==> config.mk <==
export PLATFORM = sky130hd
export DESIGN_NAME = memwriter
export DESIGN_NICKNAME = d
export VERILOG_FILES = /design/src/rtl/memwriter_pkg.sv /design/src/rtl/memwriter_genram.sv /design/src/rtl/memwriter.sv
export SDC_FILE = /design/constraint.sdc
export NUM_CORES = 1
export LEC_CHECK = 0
export ABC_AREA = 1
export CAP_MARGIN = 20
export CORE_UTILIZATION = 50
export CTS_BUF_LIST = sky130_fd_sc_hd__clkbuf_8 sky130_fd_sc_hd__clkbuf_16
export DETAILED_ROUTE_END_ITERATION = 10
export DONT_BUFFER_PORTS = 1
export HOLD_SLACK_MARGIN = 0.03
export SETUP_SLACK_MARGIN = 0.05
export SLEW_MARGIN = 20
export SYNTH_ARGS = -nofsm -noshare
export SYNTH_HDL_FRONTEND = slang
export SYNTH_SLANG_ARGS = --single-unit
export TNS_END_PERCENT = 20
==> constraint.sdc <==
create_clock -name clk -period 3.6 [get_ports clk]
set_clock_uncertainty 0.2 [all_clocks]
set_input_delay 0.72 -clock clk [delete_from_list [all_inputs] [get_ports clk]]
set_output_delay 0.72 -clock clk [all_outputs]
set_load 0.01 [all_outputs]
==> src/rtl/memwriter_pkg.sv <==
// memwriter_pkg: state encoding shared by the memwriter FSM.
package memwriter_pkg;

    // Loader states: waiting for start, accepting words, table complete
    typedef enum logic [1:0] {
        ST_IDLE = 2'd0,
        ST_LOAD = 2'd1,
        ST_FULL = 2'd2
    } state_t;

endpackage

==> src/rtl/memwriter_genram.sv <==
// genram: simple dual-port RAM, one write port and one registered read port.
// The read is read-before-write: a same-address write in the same cycle
// is not visible until the following read.
module genram #(
    parameter int AW = 5,
    parameter int DW = 4
) (
    input  logic          clk,
    input  logic          rstn,
    input  logic          we,
    input  logic [AW-1:0] waddr,
    input  logic [DW-1:0] wdata,
    input  logic [AW-1:0] raddr,
    output logic [DW-1:0] rdata
);

    logic [DW-1:0] r_mem [0:(2**AW)-1];
    logic [DW-1:0] r_rdata;

    // Storage array; contents intentionally survive reset
    always_ff @(posedge clk) begin
        if (we) r_mem[waddr] <= wdata;
    end

    // Registered read port, cleared by reset so the output is defined
    always_ff @(posedge clk or negedge rstn) begin
        if (!rstn) r_rdata <= '0;
        else       r_rdata <= r_mem[raddr];
    end

    assign rdata = r_rdata;

endmodule

==> src/rtl/memwriter.sv <==
// memwriter: loads a stream of words into consecutive RAM locations from 0
// and exposes a ROM-style synchronous read port.
// Optional: define MEMWRITER_WRAP_EN to keep loading circularly instead of
// stopping in FULL after the last location.
module memwriter
    import memwriter_pkg::*;
#(
    parameter int AW = 5,
    parameter int DW = 4
) (
    input  logic          clk,
    input  logic          rstn,
    input  logic          start,
    input  logic [DW-1:0] din,
    input  logic          din_valid,
    output logic          din_ready,
    input  logic [AW-1:0] addr,
    output logic [DW-1:0] data,
    output logic          busy,
    output logic          done,
    output logic [AW:0]   count
);

    localparam int            NPOS   = 2**AW;
    localparam logic [AW:0]   C_NPOS = (AW+1)'(NPOS);

    state_t        r_state;
    logic [AW-1:0] r_wptr;
    logic [AW:0]   r_count;
    logic          r_din_ready;
    logic          r_busy;
    logic          r_done;

    logic          w_accept;
    logic          w_last;

    // start wins over a same-cycle handshake, so that word is dropped
    assign w_accept = din_valid && r_din_ready && !start;
    assign w_last   = (r_wptr == {AW{1'b1}});

    // Loader FSM with registered handshake/status outputs
    always_ff @(posedge clk or negedge rstn) begin
        if (!rstn) begin
            r_state     <= ST_IDLE;
            r_wptr      <= '0;
            r_count     <= '0;
            r_din_ready <= 1'b0;
            r_busy      <= 1'b0;
            r_done      <= 1'b0;
        end else begin
            r_done <= 1'b0;
            if (start) begin
                r_state     <= ST_LOAD;
                r_wptr      <= '0;
                r_count     <= '0;
                r_din_ready <= 1'b1;
                r_busy      <= 1'b1;
            end else begin
                case (r_state)
                    ST_LOAD: begin
                        if (w_accept) begin
                            r_wptr <= r_wptr + 1'b1;
`ifdef MEMWRITER_WRAP_EN
                            if (r_count != C_NPOS) r_count <= r_count + 1'b1;
                            if (w_last) r_done <= 1'b1;
`else
                            r_count <= r_count + 1'b1;
                            if (w_last) begin
                                r_done      <= 1'b1;
                                r_state     <= ST_FULL;
                                r_din_ready <= 1'b0;
                                r_busy      <= 1'b0;
                            end
`endif
                        end
                    end
                    default: ;
                endcase
            end
        end
    end

    genram #(
        .AW (AW),
        .DW (DW)
    ) u_ram (
        .clk   (clk),
        .rstn  (rstn),
        .we    (w_accept),
        .waddr (r_wptr),
        .wdata (din),
        .raddr (addr),
        .rdata (data)
    );

    assign din_ready = r_din_ready;
    assign busy      = r_busy;
    assign done      = r_done;
    assign count     = r_count;

endmodule

Word-level counts from Yosys, hierarchy flattened
Memories as Yosys holds them, arrays and structs flattened. A register that Yosys moved wholly into a read port is not among the register bits.
Index checks and enable logic that the tools add are counted.
{ "totals": {"mem_bits_rw": 128, "in_bits": 13, "word_cells": 39, "out_inout_bits": 13, "memories": 1, "ff_bits": 15, "romBits": 0, "latchBits": 0} }
{ "op_classes": {"mux": 20, "n_shift": 0, "n_mul": 0, "bitwise_logic": 0, "n_div": 0, "n_addsub": 2, "magnitude_cmp": 0, "n_eq_ne": 2, "reduce_logical": 9} }
{ "mem_list": {"columns": ["memory", "depth", "width", "rd", "rd_clocked_by_memory_dff", "wr", "line_no", "rtl"], "rows": [
  ["u_ram.r_mem", 32, 4, 1, 1, 1, "memwriter_genram.sv:17", "logic [DW-1:0] r_mem [0:(2**AW)-1];"]
]} }
{ "op_table": {"columns": ["cell", "count"], "rows": [
  ["$mux 6", 3],
  ["$mux 5", 3],
  ["$mux 1", 10],
  ["$mux 2", 4],
  ["$add 6x1->6 const B", 1],
  ["$reduce_bool 2->1", 3],
  ["$add 5x1->5 const B", 1],
  ["$eq 5x5->1 const B", 1],
  ["$reduce_and 3->1", 1],
  ["$eq 2x1->1 const B", 1],
  ["$logic_and 1x1->1", 2],
  ["$logic_not 1->1", 2],
  ["$reduce_and 2->1", 1]
]} }

Depth between registers and ports, before layout
Gate-level depths: netlist of run 1.
{ "depth": {"ltp_word": 5, "depth_mapped": 10, "ltp_nobuf": 9} }

By module
From an unflattened synthesis of run 1, not the netlist that was laid out.
{ "hier_totals": {"cells_unflattened": 567, "area_unflattened_um2": 6218.5} }
{ "modules_own_cells": {"columns": ["module", "seq_area_each_um2", "area_each_um2", "n_inst", "cells_each"], "rows": [
  ["genram", 3943.8, 5516.5, 1, 486],
  ["memwriter", 350.3, 701.9, 1, 81]
]} }

Least setup slack after synthesis of run 1
Ideal clock, no wire load.
{ "synth_path": {"path_kind": "in2reg", "startpoint": "input port start", "endpoint": "memory u_ram.r_mem[0][0] (enable)", "setup_time_ps": 329, "n_path_buf": 1, "stages": 4, "t_required_ps": 3071, "setup_slack_ps": 1615, "t_arrival_ps": 1455, "cell_sequence": "buf_4 -> nor2_1 -> nand2_1 -> nor2_1"} }
{ "synth_between": {"elab_chain_len": 4} }
{ "synth_rtl": {"columns": ["item", "line_no", "rtl"], "rows": [
  ["start, declared", "memwriter.sv:13", "input logic start,"],
  ["$logic_not 1->1", "memwriter.sv:38", "assign w_accept = din_valid && r_din_ready && !start;"],
  ["$logic_and 1x1->1", "memwriter.sv:38", null],
  ["$mux 1", "memwriter_genram.sv:22", "if (we) r_mem[waddr] <= wdata;"],
  ["$mux 1 (not written as such)", "memwriter_genram.sv:22", null],
  ["end, declared", "memwriter_genram.sv:17", null]
]} }
Every way passes these cells.

==> results.md, run 1 <==
* Simple-Gate Fraction of Synth Area at 0.2370
* N_diodes at 0
* Hold slack final at 157.4 ps
* CTS clk-pin slew, worst paths at approximately 50 ps
* GR Util All Layers at 0.2237
* Logic pwr share at 0.039
* Fin area at a little under 7000 sq um
* Power share of the sequential group at 0.516
* Unrepaired setup endpoints after global routing: no
* Clock Path Buffers at 2
* Die W at 113.3 um
* Adder-Cell Fraction of Synth Area at 0.01211
* Slew HR at 0.3687
* H-Tree Depth at 4
* Ys Warns at 0
* Vias in the first global route at 3934
* Clk network pwr share at 0.445
* CTS resizes at 0
* Yosys reg bits at about 150
* CP Capture Type: register
* Reg2reg end: u_ram.r_mem[18][2]
* Final core utilization at 0.5604
* Distinct cells, synth at 21
* Number of max-cap violations at 0
* CTS Root Cell: clkbuf_16
* Ports at 26
* Synth Area in Compound Gates at 0.01029
* Via/cell ratio at 5.379
* IO buf count at 0
* HP Class: input port to register
* Post-Syn Nets at around 580
* Core area at between 10000 and 15000 sq um
* First-pass GRT wire length at between 20000 and 25000 um
* CTS tree: yes
* Register area share after synthesis at 0.6928
* CP required at 3470 ps
* Switching share of power at 0.2026
* Final-layout fill cell count at approximately 1000
* Final WL at between 10000 and 15000 um
* LEAKAGE at 2.550 nW
* DP HPWL at ~8000 um
* WS Path Type: register to register
* Cts bufs inserted at 17
* DP Area at ~6200 sq um
* Cells after DPL at 707
* Pwr Density at roughly 540 nW/um^2
* Num Clock Sinks at approximately 150
* Post-synth top area cell: edfxtp_1
* Largest family of logic cells by synthesized area: simple AND/OR/NAND/NOR gates
* Final period util at 0.5868
* Footprint of the multi-input gates at roughly 1600 sq um
* Sum Neg Setup Slack at 0 ps
* Drt first pass iters at 5
* Hold EP: r_state[1]
* Worst-Skew Late Latency at approximately 420 ps
* Starting density of the core at 0.5139
* Slew Limit Fails at 0
* Dominant cells by area after synthesis: edfxtp_1 62%, nand2_1 12%, nand3_1 8.8%
* Post-Synthesis Cell Area at ~6200 sq um
* Worst r2r path cells at 4
* Final hold violations at 0
* DRC violations left at 0
* Layout Cells excl Fill at 738
* FP Rows at 40
* Area Growth Syn to Fin at 9.043%
* Avg Inst Size Synth at between 10 and 15 sq um
* Max Clk Rate at 0.4733 GHz
* Share of the synthesized area in the top cell type at 0.6201
* Tmin final at roughly 2100 ps
* NumNets Final at 578
* Synth Area in XOR/XNOR at 0.001413
* Critical Path Source Type: register
* CP max FO at 8
* Die area at between 10000 and 15000 sq um
* Hold path start: start
* Post CTS Setup Buffer Count at 0
* Reg-to-reg slack, setup at about 1500 ps
* VDD IR-drop max at approximately 0.00033 V
* Fraction of layout cells with a size suffix above 1 at 0.05263
* Via Count at around 4000
* Gate count of the mapped netlist at 563
* Worst r2r src: r_state[0]
* Hold depth at 1
* Die Span Y at approximately 110 um
* Proportion of synthesized area in mux cells at 0
* 1st-iter DRT viols at between 300 and 400
* Total gr overflow at 0
* Arrival time worst endpoint at ~2000 ps
* Initial antenna violation count at 0
* Average wire per standard cell at 17.55 um
* Reg area at approximately 4300 sq um
* Largest net degree at the start of global routing at 66
* Int Power at 2.891 mW
* Final setup fails at 0
* GP Congestion at ~0.81
* Switching pwr at 0.7345 mW
* Slew of the pin with the lowest slew margin at around 940 ps
* Detail Route Antenna Nets at 0
* Status: completed
-- per-stage QoR --
step	setup slack [ps]	total power, mW
after floorplan	1615	2.040
after global placement	1237	2.040
after detailed placement	1193	2.043
after CTS	1460	3.642
after global routing	1297	3.730
final	1487	3.625
-- power groups by stage --
stage	Combinational (mW)	Sequential, mW	Clock (mW)
2_1_floorplan	0.136	1.90	0
3_3_place_gp	0.135	1.91	0
3_5_place_dp	0.137	1.91	0
4_1_cts	0.143	1.87	1.63
5_1_grt	0.164	1.87	1.69
6_report	0.142	1.87	1.61
-- sequential cells by signal, indices dropped and copies added, names as in the netlist --
signal / flops
count: 6
r_wptr: 5
u_ram.rdata: 4
u_ram.r_mem: 128
done: 1
r_state: 2
-- metal layers --
metal / vias up / track usage / part of all wire / routed length (um)
met5: - / 0 / 0 / 0
met4: 0 / 0.09737 / 0.016 / 206
met3: 20 / 0.06106 / 0.067 / 874
met2: 130 / 0.3591 / 0.48 / 6242
met1: 1905 / 0.2866 / 0.43 / 5625
li1: 1915 / - / - / -
-- layout make-up --
type / instances / share of cell area
clock buffer: 17 / 0.06294
clock inverter: 13 / 0.01611
timing repair buffer: 3 / 0.003702
tap: 168 / 0.03110
inverter: 21 / 0.01166
sequential: 146 / 0.6353
multi-input combinational: 370 / 0.2392
-- cell usage after synthesis --
library cell  instances
a21oi_1               3
a31oi_1               1
buf_2                 9
buf_4                 7
buf_6                 8
clkbuf_4              1
clkbuf_8              1
dfrtp_1              18
edfxtp_1            128
ha_1                  6
inv_1                18
inv_2                 3
nand2_1             194
nand2_2               1
nand3_1             109
nand3_2               1
nor2_1               41
nor3_1                5
o21a_1                1
o21ai_0               7
xor2_1                1
-- cells by family after synthesis --
kind of cell               count (synthesis)
adders and majority gates                  6
DFF                                      146
AOI/OAI and AO/OA                         12
buffers and inverters                     47
and+or+nand+nor                          351
xor gates and xnor gates                   1
-- worst max-delay path by stage --
stage | startpoint | to | cells past startpoint
final | r_state[0] | u_ram.r_mem[18][2] | 4
after global routing | r_state[0] | u_ram.r_mem[25][3] | 4
after CTS | r_state[0] | u_ram.r_mem[18][2] | 4
after detailed placement | addr[0] | u_ram.rdata[0] | 10
after global placement | addr[0] | u_ram.rdata[0] | 10
after floorplan | start | u_ram.r_mem[0][0] | 4
-- critical path, stage by stage, from the launching register on --
cell and delay [ps]:
dfrtp_1 500, nand2_1 100, nor2_1 190, nand2_1 320, nor2_1 440
-- cells in the final DEF (no fill, tap or decap), drive strengths merged --
cell,netlist,final
nor2,41,41
a31oi,1,1
edfxtp,128,128
nand3,110,110
clkinvlp,0,1
clkbuf,2,17
clkinv,0,4
inv,21,27
a21oi,3,3
xor2,1,1
nor3,5,5
o21ai,7,7
ha,6,6
nand2,195,195
bufinv,0,2
buf,24,2
o21a,1,1
dlygate4sd3,0,1
dfrtp,18,18
-- what timing repair did --
item,in CTS,in global routing
endpoints found under the hold margin,18,0
hold buffers,1,0
endpoints found under the setup margin,0,0
(Power assumes the default switching activity.)
==> run 2, diff against run 1 <==
==> constraint.sdc (replaced) <==
create_clock -name clk -period 2.2 [get_ports clk]
set_clock_uncertainty 0.2 [all_clocks]
set_input_delay 0.44 -clock clk [delete_from_list [all_inputs] [get_ports clk]]
set_output_delay 0.44 -clock clk [all_outputs]
set_load 0.01 [all_outputs]
==> run 2 against run 1 <==
  * Combinational power grew 120%
  * Sequential power grew 64%
  * Via count grew 0.93%
  * Sequential share of layout area shrank 2.8 points
  * Largest power group is now the clock network
  * Maximum frequency grew 9.6%
  * Sequential cell count is the same
  * Cell count grew 1.8%
  * Critical path type unchanged
  * Clock-buffer cell count is the same
  * Worst setup slack lost 1200 ps
==> results.md, run 2 (synthesis gave the netlist of run 1 again) <==
* Status: completed (unchanged)
* Worst r2r path cells at 4 (unchanged)
* Slew of the pin with the lowest slew margin at 1003 ps (was 943.8 ps)
* CTS Root Cell: clkbuf_16 (unchanged)
* DRC violations left at 0 (unchanged)
* HP Class: input port to register (unchanged)
* DP HPWL at 8081 um (was 8072 um)
* Area Growth Syn to Fin at 14.03% (was 9.043%)
* Int Power at 5.354 mW (was 2.891 mW)
* IO buf count at 0 (unchanged)
* Fraction of layout cells with a size suffix above 1 at 0.07204 (was 0.05263)
* Final period util at 0.8765 (was 0.5868)
* Switching share of power at 0.1899 (was 0.2026)
* N_diodes at 0 (unchanged)
* Most common cell after layout, fill and taps aside: nand2_1 (unchanged)
* Cells after DPL at 711 (was 707)
* Post CTS Setup Buffer Count at 0 (unchanged)
* Crit-path cells: inv_1 > ha_1 > nand2_1 > nor2_1 (was nand2_1 > nor2_1 > nand2_1 > nor2_1)
* CTS clk-pin slew, worst paths at 60 ps (was 50 ps)
* VDD IR-drop max at 0.0006157 V (was 0.0003300 V)
* Fin area at 7068 sq um (was 6759 sq um)
* Critical Path Source Type: register (unchanged)
* Final hold violations at 0 (unchanged)
* Slew Limit Fails at 0 (unchanged)
* Crit path depth at 4 (unchanged)
* Die area at 12850 sq um (unchanged)
* CP required at 2080 ps (was 3470 ps)
* Max Clk Rate at 0.5186 GHz (was 0.4733 GHz)
* H-Tree Depth at 4 (unchanged)
* CTS tree: yes (unchanged)
* GP Congestion at 0.7788 (was 0.8115)
* Ports at 26 (unchanged)
* Initial antenna violation count at 0 (unchanged)
* Pre-CTS setup slack at 233.1 ps (was 1193 ps)
* Tmin final at 1928 ps (was 2113 ps)
* GR Util All Layers at 0.2245 (was 0.2237)
* Layout Cells excl Fill at 751 (was 738)
* DP Area at 6270 sq um (was 6215 sq um)
* Detail Route Antenna Nets at 0 (unchanged)
* First-pass GRT wire length at 20520 um (was 20820 um)
* Hold depth at 4 (was 1)
* CP Buf/Inv Count at 1 (was 0)
* Unrepaired setup endpoints after global routing: no (unchanged)
* Biggest register: u_ram.r_mem (unchanged)
* Power share of the sequential group at 0.463 (was 0.516)
* Pwr Density at 935.0 nW/um^2 (was 536.4 nW/um^2)
* Switching pwr at 1.255 mW (was 0.7345 mW)
* Num Clock Sinks at 146 (unchanged)
* Slowest stage cell, crit path: dfrtp_1 (unchanged)
* Die Span Y at 113.3 um (unchanged)
* WS Path Type: register to register (unchanged)
* CP max FO at 8 (unchanged)
* Total gr overflow at 0 (unchanged)
* Drt first pass iters at 5 (unchanged)
* Kind of cell adding the most delay to the critical path: simple AND/OR/NAND/NOR gates (unchanged)
* Cts bufs inserted at 17 (unchanged)
* Max FFs per register at 128 (unchanged)
* Via/cell ratio at 5.336 (was 5.379)
* Final core utilization at 0.5860 (was 0.5604)
* Final setup fails at 0 (unchanged)
* Pwr Total at 6.609 mW (was 3.625 mW)
* Slew HR at 0.3289 (was 0.3687)
* Largest net degree at the start of global routing at 66 (unchanged)
* NumNets Final at 590 (was 578)
* Arrival time worst endpoint at 1810 ps (was 1990 ps)
* Vias in the first global route at 3889 (was 3934)
* Core area at 12060 sq um (unchanged)
* Sum Neg Setup Slack at 0 ps (unchanged)
* Slowest stage delay, CP at 410 ps (was 500 ps)
* Hold slack final at 57.71 ps (was 157.4 ps)
* Number of max-cap violations at 0 (unchanged)
* Starting density of the core at 0.5139 (unchanged)
* 1st-iter DRT viols at 314 (was 342)
* Via Count at 4007 (was 3970)
* LEAKAGE at 2.673 nW (was 2.550 nW)
* Most frequent cells in the layout: 194 x nand2_1, 128 x edfxtp_1, 109 x nand3_1 (unchanged)
* Final WS setup at 271.7 ps (was 1487 ps)
* Worst-Skew Late Latency at 420 ps (about the same)
* Clk network pwr share at 0.489 (was 0.445)
* Average wire per standard cell at 17.51 um (was 17.55 um)
* Logic pwr share at 0.048 (was 0.039)
* Final WL at 13150 um (was 12950 um)
* Clock Path Buffers at 2 (unchanged)
* FP Rows at 40 (unchanged)
* CP Capture Type: register (unchanged)
* Die W at 113.3 um (unchanged)
-- run 2: worst paths after layout --
check	from	slack [ps]	endpoint
min in group asynchronous	rstn	440	r_wptr[3]
hold reg to reg	r_state[1]	350	r_state[1]
max in group asynchronous	rstn	750	u_ram.rdata[3]
setup reg to reg	r_wptr[0]	270	u_ram.r_mem[6][3]
hold / removal	addr[3]	60	u_ram.rdata[2]
setup / recovery	r_wptr[0]	270	u_ram.r_mem[6][3]
-- run 2: power groups by stage --
stage / combinational, mW / clock (mW) / sequential (mW)
4_1_cts: 0.320 / 3.29 / 3.06
6_report: 0.316 / 3.23 / 3.06
3_3_place_gp: 0.240 / 0 / 3.12
2_1_floorplan: 0.222 / 0 / 3.12
5_1_grt: 0.354 / 3.40 / 3.06
3_5_place_dp: 0.242 / 0 / 3.12
-- run 2: layout make-up --
type,instances,area [sq um]
clock buffers,17,425.4
clock inverters,14,242.7
fillers,986,4994
inverters,21,78.83
multi-input cells,370,1617
flip-flops and latches,146,4294
well taps,168,210.2
repair buffers,15,200.2
-- run 2: repair_timing --
action / in CTS / in global routing
hold buffers: 9 / 0
hold endpoints to repair: 159 / 0
gates resized for setup: 0 / 0
-- run 2: per-layer routing --
layer	global-route usage	vias to the layer above	share of wire
met4	0.1158	0	0.024
met3	0.05945	23	0.062
li1	-	1945	-
met1	0.2938	1924	0.43
met2	0.3468	115	0.48
met5	0	-	0
-- run 2: worst register-to-register path: stages, from the launching register on --
cell and delay [ps]:
dfrtp_1 410, inv_1 120, ha_1 160, nand2_1 300
nor2_1 400
